$ cat src/rtl/uart_rx_pkg.sv
// Shared constants for the UART receiver: register offsets, CTRL/STATUS bit
// positions, FSM state encoding and the divider clamp helper.
package uart_rx_pkg;

  localparam logic [3:0] ADDR_CTRL   = 4'h0;
  localparam logic [3:0] ADDR_STATUS = 4'h4;
  localparam logic [3:0] ADDR_BAUD   = 4'h8;
  localparam logic [3:0] ADDR_RXDATA = 4'hC;

  localparam int CTRL_RX_EN   = 0;
  localparam int CTRL_INT_EN  = 1;
  localparam int STAT_VALID   = 0;
  localparam int STAT_OVERRUN = 1;
  localparam int STAT_FERR    = 2;

  localparam logic [15:0] BAUD_MIN = 16'd4;

  typedef enum logic [1:0] {
    ST_IDLE  = 2'd0,
    ST_START = 2'd1,
    ST_DATA  = 2'd2,
    ST_STOP  = 2'd3
  } rx_state_e;

  function automatic logic [15:0] clamp_div(input logic [15:0] b);
    return (b < BAUD_MIN) ? BAUD_MIN : b;
  endfunction

endpackage

$ cat src/rtl/uart_rx_fifo.sv
// Circular receive FIFO with wrap-around pointers and an occupancy count.
// A push into a full FIFO is accepted only when a pop happens the same cycle.
module uart_rx_fifo #(
  parameter int DEPTH = 4
) (
  input  logic       clk,
  input  logic       rst,
  input  logic       push,
  input  logic       pop,
  input  logic [7:0] wdata,
  output logic       full,
  output logic       empty,
  output logic [7:0] rdata
);

  localparam int AW = $clog2(DEPTH);

  logic [7:0]    mem [DEPTH];
  logic [AW-1:0] wr_ptr, rd_ptr;
  logic [AW:0]   count;
  logic          do_push, do_pop;

  assign empty   = (count == '0);
  assign full    = (count == (AW+1)'(DEPTH));
  assign do_pop  = pop && !empty;
  assign do_push = push && (!full || do_pop);
  assign rdata   = mem[rd_ptr];

  always_ff @(posedge clk) begin
    if (rst) begin
      wr_ptr <= '0;
      rd_ptr <= '0;
      count  <= '0;
    end else begin
      if (do_push) wr_ptr <= wr_ptr + 1'b1;
      if (do_pop)  rd_ptr <= rd_ptr + 1'b1;
      case ({do_push, do_pop})
        2'b10:   count <= count + 1'b1;
        2'b01:   count <= count - 1'b1;
        default: count <= count;
      endcase
    end
  end

  always_ff @(posedge clk) begin
    if (do_push) mem[wr_ptr] <= wdata;
  end

endmodule

$ cat src/rtl/uart_rx.sv
// UART receiver with a RIB slave register interface. Define UART_RX_FIFO_EN
// to buffer FIFO_DEPTH bytes; otherwise a single holding register is used.
module uart_rx
  import uart_rx_pkg::*;
#(
  parameter int BAUD_DIV_RST = 434,
  parameter int FIFO_DEPTH   = 4
) (
  input  logic        clk,
  input  logic        rst,
  input  logic        req_i,
  input  logic        we_i,
  input  logic [31:0] addr_i,
  input  logic [31:0] data_i,
  output logic [31:0] data_o,
  output logic        ack_o,
  input  logic        rx_pin,
  output logic        int_sig_o
);

  logic        rx_en, int_en, overrun, ferr;
  logic [15:0] baud;
  logic        rx_s1, rx_s2, rx_prev;
  rx_state_e   state, state_n;
  logic [15:0] cnt, cnt_n, div, div_n, half_m1;
  logic [2:0]  idx, idx_n;
  logic [7:0]  shift, shift_n;
  logic        push, stop_bad, pop, wr, rd, ovr_set;
  logic        buf_empty, buf_full;
  logic [7:0]  buf_rdata;
  logic [3:0]  offs;
  logic        unused_bits;

  assign offs        = addr_i[3:0];
  assign wr          = req_i & we_i;
  assign rd          = req_i & ~we_i;
  assign ack_o       = req_i;
  assign pop         = rd && (offs == ADDR_RXDATA) && !buf_empty;
  assign ovr_set     = push && buf_full && !pop;
  assign half_m1     = {1'b0, div[15:1]} - 16'd1;
  assign unused_bits = ^{addr_i[31:4], data_i[31:16]};

  always_ff @(posedge clk) begin
    if (rst) begin
      rx_s1   <= 1'b1;
      rx_s2   <= 1'b1;
      rx_prev <= 1'b1;
    end else begin
      rx_s1   <= rx_pin;
      rx_s2   <= rx_s1;
      rx_prev <= rx_s2;
    end
  end

  always_ff @(posedge clk) begin
    if (rst) begin
      state <= ST_IDLE;
      cnt   <= '0;
      div   <= '0;
      idx   <= '0;
      shift <= '0;
    end else begin
      state <= state_n;
      cnt   <= cnt_n;
      div   <= div_n;
      idx   <= idx_n;
      shift <= shift_n;
    end
  end

  // Counters restart at each sampling point; the divider is latched at the start edge.
  always_comb begin
    state_n  = state;
    cnt_n    = cnt;
    div_n    = div;
    idx_n    = idx;
    shift_n  = shift;
    push     = 1'b0;
    stop_bad = 1'b0;
    if (!rx_en) begin
      state_n = ST_IDLE;
      cnt_n   = '0;
      idx_n   = '0;
    end else begin
      case (state)
        ST_IDLE: begin
          if (rx_prev && !rx_s2) begin
            div_n   = clamp_div(baud);
            cnt_n   = '0;
            idx_n   = '0;
            state_n = ST_START;
          end
        end
        ST_START: begin
          if (cnt == half_m1) begin
            cnt_n   = '0;
            state_n = rx_s2 ? ST_IDLE : ST_DATA;
          end else cnt_n = cnt + 16'd1;
        end
        ST_DATA: begin
          if (cnt == div - 16'd1) begin
            cnt_n   = '0;
            shift_n = {rx_s2, shift[7:1]};
            idx_n   = idx + 3'd1;
            if (idx == 3'd7) state_n = ST_STOP;
          end else cnt_n = cnt + 16'd1;
        end
        ST_STOP: begin
          if (cnt == div - 16'd1) begin
            cnt_n    = '0;
            push     = 1'b1;
            stop_bad = !rx_s2;
            state_n  = ST_IDLE;
          end else cnt_n = cnt + 16'd1;
        end
        default: state_n = ST_IDLE;
      endcase
    end
  end

  // Flag set wins over a simultaneous write-1-to-clear so no event is lost.
  always_ff @(posedge clk) begin
    if (rst) begin
      rx_en     <= 1'b0;
      int_en    <= 1'b0;
      baud      <= 16'(BAUD_DIV_RST);
      overrun   <= 1'b0;
      ferr      <= 1'b0;
      int_sig_o <= 1'b0;
    end else begin
      if (wr && offs == ADDR_CTRL) begin
        rx_en  <= data_i[CTRL_RX_EN];
        int_en <= data_i[CTRL_INT_EN];
      end
      if (wr && offs == ADDR_BAUD) baud <= data_i[15:0];
      if (ovr_set) overrun <= 1'b1;
      else if (wr && offs == ADDR_STATUS && data_i[STAT_OVERRUN]) overrun <= 1'b0;
      if (push && stop_bad) ferr <= 1'b1;
      else if (wr && offs == ADDR_STATUS && data_i[STAT_FERR]) ferr <= 1'b0;
      int_sig_o <= int_en & (!buf_empty | overrun | ferr);
    end
  end

`ifdef UART_RX_FIFO_EN
  uart_rx_fifo #(.DEPTH(FIFO_DEPTH)) u_fifo (
    .clk   (clk),
    .rst   (rst),
    .push  (push),
    .pop   (pop),
    .wdata (shift),
    .full  (buf_full),
    .empty (buf_empty),
    .rdata (buf_rdata)
  );
`else
  localparam int unused_depth = FIFO_DEPTH;
  logic       hold_valid;
  logic [7:0] hold_data;

  always_ff @(posedge clk) begin
    if (rst) begin
      hold_valid <= 1'b0;
      hold_data  <= '0;
    end else if (push && (!hold_valid || pop)) begin
      hold_valid <= 1'b1;
      hold_data  <= shift;
    end else if (pop) begin
      hold_valid <= 1'b0;
    end
  end

  assign buf_full  = hold_valid;
  assign buf_empty = !hold_valid;
  assign buf_rdata = hold_data;
`endif

  always_comb begin
    data_o = '0;
    if (req_i) begin
      case (offs)
        ADDR_CTRL: begin
          data_o[CTRL_RX_EN]  = rx_en;
          data_o[CTRL_INT_EN] = int_en;
        end
        ADDR_STATUS: begin
          data_o[STAT_VALID]   = !buf_empty;
          data_o[STAT_OVERRUN] = overrun;
          data_o[STAT_FERR]    = ferr;
        end
        ADDR_BAUD:   data_o[15:0] = baud;
        ADDR_RXDATA: if (!buf_empty) data_o[7:0] = buf_rdata;
        default:     data_o = '0;
      endcase
    end
  end

endmodule

$ cat config.mk
export PLATFORM = sky130hd
export DESIGN_NAME = uart_rx
export DESIGN_NICKNAME = d
export VERILOG_FILES = /design/src/rtl/uart_rx_pkg.sv /design/src/rtl/uart_rx_fifo.sv /design/src/rtl/uart_rx.sv
export SDC_FILE = /design/constraint.sdc
export NUM_CORES = 1
export LEC_CHECK = 0
export BUFFER_PORTS_ARGS = -buffer_cell sky130_fd_sc_hd__buf_2
export CAP_MARGIN = 20
export CORE_UTILIZATION = 45
export CTS_CLUSTER_DIAMETER = 150
export CTS_CLUSTER_SIZE = 16
export DETAILED_ROUTE_END_ITERATION = 16
export PLACE_DENSITY = 0.68
export SLEW_MARGIN = 10
export SYNTH_ARGS = -nofsm -noshare
export SYNTH_HDL_FRONTEND = slang
export SYNTH_HIERARCHICAL = 1
export SYNTH_SLANG_ARGS = --single-unit
$ cat constraint.sdc
create_clock -name clk -period 4.7 [get_ports clk]
set_input_delay 0.47 -clock clk [delete_from_list [all_inputs] [get_ports clk]]
set_output_delay 0.47 -clock clk [all_outputs]
set_load 0.05 [all_outputs]
# Yosys cells after proc, flatten, opt, wreduce, memory -nomap -nowiden
# Cells that the tools add are included.
word_totals:
  ff_bits: 78
  wordCells: 103
  output_inout_bits: 34
classes:
  add_sub_neg: 4
  muxes: 33
  magnitude_cmp: 1
  bitwise_logic: 7
  n_reduce_logical: 28
  n_eq_ne: 14
op_table:
  columns: ["cell", "n"]
  rows:
  - ["two-way mux 16 bit", 5]
  - ["one-hot mux 16 bit (3 select lines)", 1]
  - ["== test 16 bit", 2]
  - ["adder 16 x 1 -> 16 bit, second input constant", 1]
  - ["< comparator 16 x 3 -> 1 bit, second input constant", 1]
  - ["two-way mux 8 bit", 2]
  - ["one-hot mux 2 bit (4 select lines)", 2]
  - ["subtractor 15 x 1 -> 16 bit, second input constant", 1]
  - ["subtractor 16 x 1 -> 16 bit, second input constant", 1]
  - ["logical AND 1 bit", 12]
  - ["two-way mux 1 bit", 12]
  - ["two-way mux 2 bit", 6]
  - ["inequality test 2 bit, second input constant", 5]
  - ["one-hot mux 5 bit (2 select lines)", 1]
  - ["AND reduction 3 bit", 3]
  - ["== test 4 bit, second input constant", 2]
  - ["nonzero test 2 bit", 4]
  - ["two-way mux 3 bit", 2]
  - ["one-hot mux 3 bit (2 select lines)", 1]
  - ["AND reduction 5 bit", 1]
  - ["== test 2 bit, second input constant", 2]
  - ["== test 4 x 3 -> 1 bit, second input constant", 1]
  - ["logical NOT 4 bit", 1]
  - ["OR reduction 2 bit", 2]
  - ["other kinds (10)", 16]

# Depth between registers and ports, before layout
logic_depth:
  word_depth: 8
  depth_mapped: 11
  mapped_depth_nobuf: 10

# Worst setup path after synthesis
# No wires, ideal clock.
synth_timing:
  kind: "reg2reg"
  start: "register div[0]"
  end: "register shift[7]"
  setup_ps: 126
  t_arrival_ps: 3219
  path_buffers: 0
  required_time_ps: 4574
  path_stages_with_launch: 11
  path_slack_ps: 1355
  period_less_slack_ps: 3345
  path_cell_list: "dfxtp_1 -> inv_1 -> ha_1 -> nor3b_1 -> mux2_2 -> nor3b_1 -> a41oi_1 -> or4b_2 -> nor4_4 -> mux2i_1 -> nor2_1"
synth_between:
  elab_chain_len: 3
synth_rtl:
  columns: ["item", "line_no", "text"]
  rows:
  - ["from (decl)", "uart_rx.sv:25", "logic [15:0] cnt, cnt_n, div, div_n, half_m1;"]
  - ["from (signal assigned)", "uart_rx.sv:65", "div <= div_n;"]
  - ["subtractor 16 x 1 -> 16 bit", "uart_rx.sv:101", "if (cnt == div - 16'd1) begin"]
  - ["== test 16 bit", "uart_rx.sv:101", null]
  - ["AND reduction 3 bit (no line)", null, null]
  - ["to (signal assigned)", "uart_rx.sv:67", "shift <= shift_n;"]
  - ["to (decl)", "uart_rx.sv:27", "logic [7:0] shift, shift_n;"]
# No other way between the ends.
# A chain may end at the register's enable or synchronous reset.

# Worst setup path after layout
layout_timing:
  start: "register div[1]"
  end: "register hold_data[2], in the netlist buf_rdata[2]"
layout_between:
  elab_chain_len: 6
layout_rtl:
  columns: ["item", "line_no", "text"]
  rows:
  - ["subtractor 16 x 1 -> 16 bit", "uart_rx.sv:109", "if (cnt == div - 16'd1) begin"]
  - ["== test 16 bit", "uart_rx.sv:109", null]
  - ["two-way mux 1 bit", "uart_rx.sv:109", null]
  - ["two-way mux 1 bit", "uart_rx.sv:85", "case (state)"]
  - ["two-way mux 1 bit", "uart_rx.sv:80", "if (!rx_en) begin"]
  - ["logical AND 1 bit", "uart_rx.sv:164", "end else if (push && (!hold_valid || pop)) begin"]
  - ["to (signal assigned)", "uart_rx.sv:166", "hold_data <= shift;"]
  - ["to (decl)", "uart_rx.sv:158", "logic [7:0] hold_data;"]
# No other way between the ends.

==> results.md <==
- Syn Area/Cell: between 8 and 9 um2
- Unrepaired setup endpoints after global routing: no
- Final hold slack: 288 ps
- H-tree Lvls: 3
- P_int: approximately 930 uW
- HP Class: in -> reg
- GR Util All Layers: 20.3%
- Worst Path Class, Setup: reg -> reg
- DRC: 0
- Max-slew violation count: 0
- Mapped cell area: 4880 um2
- Worst Setup End Kind: flop
- Outcome: complete, no violations
- CTS tree: done
- Fin crit period: 3680 ps
- DRT Pass-1 Iters: 4
- Max Clock Freq: 272 MHz
- Fillcell total: 1038
- Area of the core: approximately 10000 um2
- Port Buf Inserts: between 40 and 50
- Setup crit start kind: flop
- DR vias: between 4000 and 5000
- Sequential share of the synthesized area: about a third
- Die height: 106 um
- Most common cell in the netlist: nand2_1
- Cts bufs inserted: 9
- Maximum clock path buffer count: 2
- Total power: 1.27 mW
- EDFF count, synth: 0
- Clk network pwr share: 42.0%
- Post-synth top area share: 32.0%
- Final Cell Area: a little over 5000 um2
- Initial antenna violation count: 0
- Vias in the first global route: around 4000
- Post-synth top cells: nand2_1 (89), dfxtp_1 (78), nor2_1 (39), a21oi_1 (38), xnor2_1 (28)
- Asr flop ratio synth: 0%
- N_diodes: 0
- Ys flop type: dfxtp_1
- Initial Util: 46.9%
- CP max-delay cell: nor4_4
- Sw frac: a little over a quarter
- Via density: 5.65
- Synth area leader: dfxtp_1
- Chip Width: 106 um
- CTS sink count: 78
- Layout Nets: 689
- CP arrival: 3890 ps
- P_sw: 341 uW
- Critical Path Fanout Max: 8
- Hold buffer count at cts: 0
- Avg WL per Cell: 14.8 um
- Final setup fails: 0
- Post-cts resize count: 0
- Leakage: 2.02 nW
- Share of cells above drive strength 1: between 10% and 20%
- MaxCap Viol Count: 0
- Placed Area: 4950 um2
- Place WS: 1050 ps
- Post-DP HPWL: 8140 um
- Pin count of the biggest net entering global routing: 60
- Post-CTS Setup Bufs: 0
- Comb pwr share: under 10%
- Clock root buffer: clkbuf_8
- Area growth syn-to-layout: 5.64%
- # IOs: a little over 100
- Final worst path period share: 78.2%
- Slew @ Worst Pin: 997 ps
- RD Place Congestion: 0.831
- Library cells used by synthesis: 70
- Synth warn: 6
- Slew HR: 33.5%
- Yosys reg bits: 78
- Mapped Cells: between 600 and 700
- Critical path required time: 4910 ps
- GRT Residual Overflow: 0
- Fin. Hold Viols: 0
- Pwr/cell area: 247 nW/um2
- Sequential power share: 52.3%
- Skew final: 15.1 ps
- Routed WL: 11200 um
- Row count: 37
- Worst path cell trace: inv_1 -> ha_1 -> or2b_2 -> or4_1 -> a21oi_1 -> a311oi_1 -> or4b_4 -> nor4_4 -> mux2i_1 -> nor2_1
- Clk_lat worst skew: 370 ps
- Worst VDD drop: roughly 180 uV
- Post-DRT Antenna Nets: 0
- Post-route setup TNS: 0 ps
- Reg clk slew, reported paths: 90 ps
- Setup ws final: 1020 ps
- Initial DRC count: 229
- First-pass GRT wire length: 18500 um
- DIE AREA: 11300 um2
- Top post-synthesis cells by area: dfxtp_1 (32%), nand2_1 (6.8%), xnor2_1 (5.0%), mux2i_1 (4.5%), a21oi_1 (3.9%)
- Worst stage delay on the critical path: 630 ps
## metal layers
layer / global-route usage (%) / vias up / part of all wire [%]
li1: - / 2120 / -
met1: 26.1 / 2011 / 47
met2: 33.9 / 119 / 47
met3: 3.13 / 18 / 4.1
met4: 7.94 / 0 / 1.7
met5: 0 / - / 0
## path summary, 6_finish.rpt
check,depth (start not counted),slack [ps],to,startpoint
setup / recovery,10,1020,buf_rdata[2],div[1]
hold / removal,2,290,rx_s1,rx_pin
setup reg to reg,10,1020,buf_rdata[2],div[1]
hold reg to reg,1,420,rx_s2,rx_s1
## layout make-up
cell class | count | area (um2) | area share [%]
Multi-Input combinational cell | 468 | 2930 | 56.9
Sequential cell | 78 | 1560 | 30.3
Timing Repair Buffer | 47 | 248 | 4.80
Tap cell | 136 | 170 | 3.30
Clock buffer | 9 | 124 | 2.40
Clock inverter | 7 | 80.1 | 1.55
Inverter | 11 | 41.3 | 0.801
## state kept, by name (all words and copies together), names as in the netlist, 3 cells and up, named ones only
signal	cells
cnt	16
baud	16
buf_rdata	8
div	16
idx	3
shift	8
## layout by cell type, fill, tap and decap left out, types with 17 or more instances in the layout
cell type / Yosys / final
mux2i_1: 22 / 22
nand2_1: 89 / 89
a21oi_1: 38 / 38
xnor2_1: 28 / 28
nand3_1: 17 / 17
a22oi_1: 18 / 18
and3_1: 19 / 19
buf_2: 2 / 42
dfxtp_1: 78 / 78
nor2_1: 39 / 39
## kinds of logic (layout without fill, tap and decap cells)
family	after synthesis	after routing	share of synthesized area (%)
AOI/OAI and AO/OA	120	120	16.8
muxes	24	24	4.97
DFF	78	78	32.0
and+or+nand+nor	263	263	28.5
other	1	16	0.0768
adders and majority gates	5	5	1.28
buffers and inverters	72	74	9.23
xor gates and xnor gates	40	40	7.18
## per-stage QoR
step,util (%),instances
2_1_floorplan,-,618
3_3_place_gp,47.5,740
3_5_place_dp,47.5,740
4_1_cts,49.5,756
5_1_grt,49.5,756
6_report,49.5,756
## worst max-delay path, delay by kind of cell (launching register included)
family	cells	cell delay, ps
buffers and inverters	1	90
muxes	1	290
AOI/OAI and AO/OA	2	270
and+or+nand+nor	5	2200
adders and majority gates	1	310
DFF	1	360
## power groups by stage
| stage | clock network, mW | registers, mW | logic, mW |
|---|---|---|---|
| 6_report | 0.535 | 0.665 | 0.0725 |
| 5_1_grt | 0.567 | 0.666 | 0.0776 |
| 4_1_cts | 0.539 | 0.665 | 0.0722 |
| 3_5_place_dp | 0 | 0.681 | 0.0721 |
| 3_3_place_gp | 0 | 0.681 | 0.0711 |
| 2_1_floorplan | 0 | 0.679 | 0.0676 |
(Power assumes the default switching activity.)
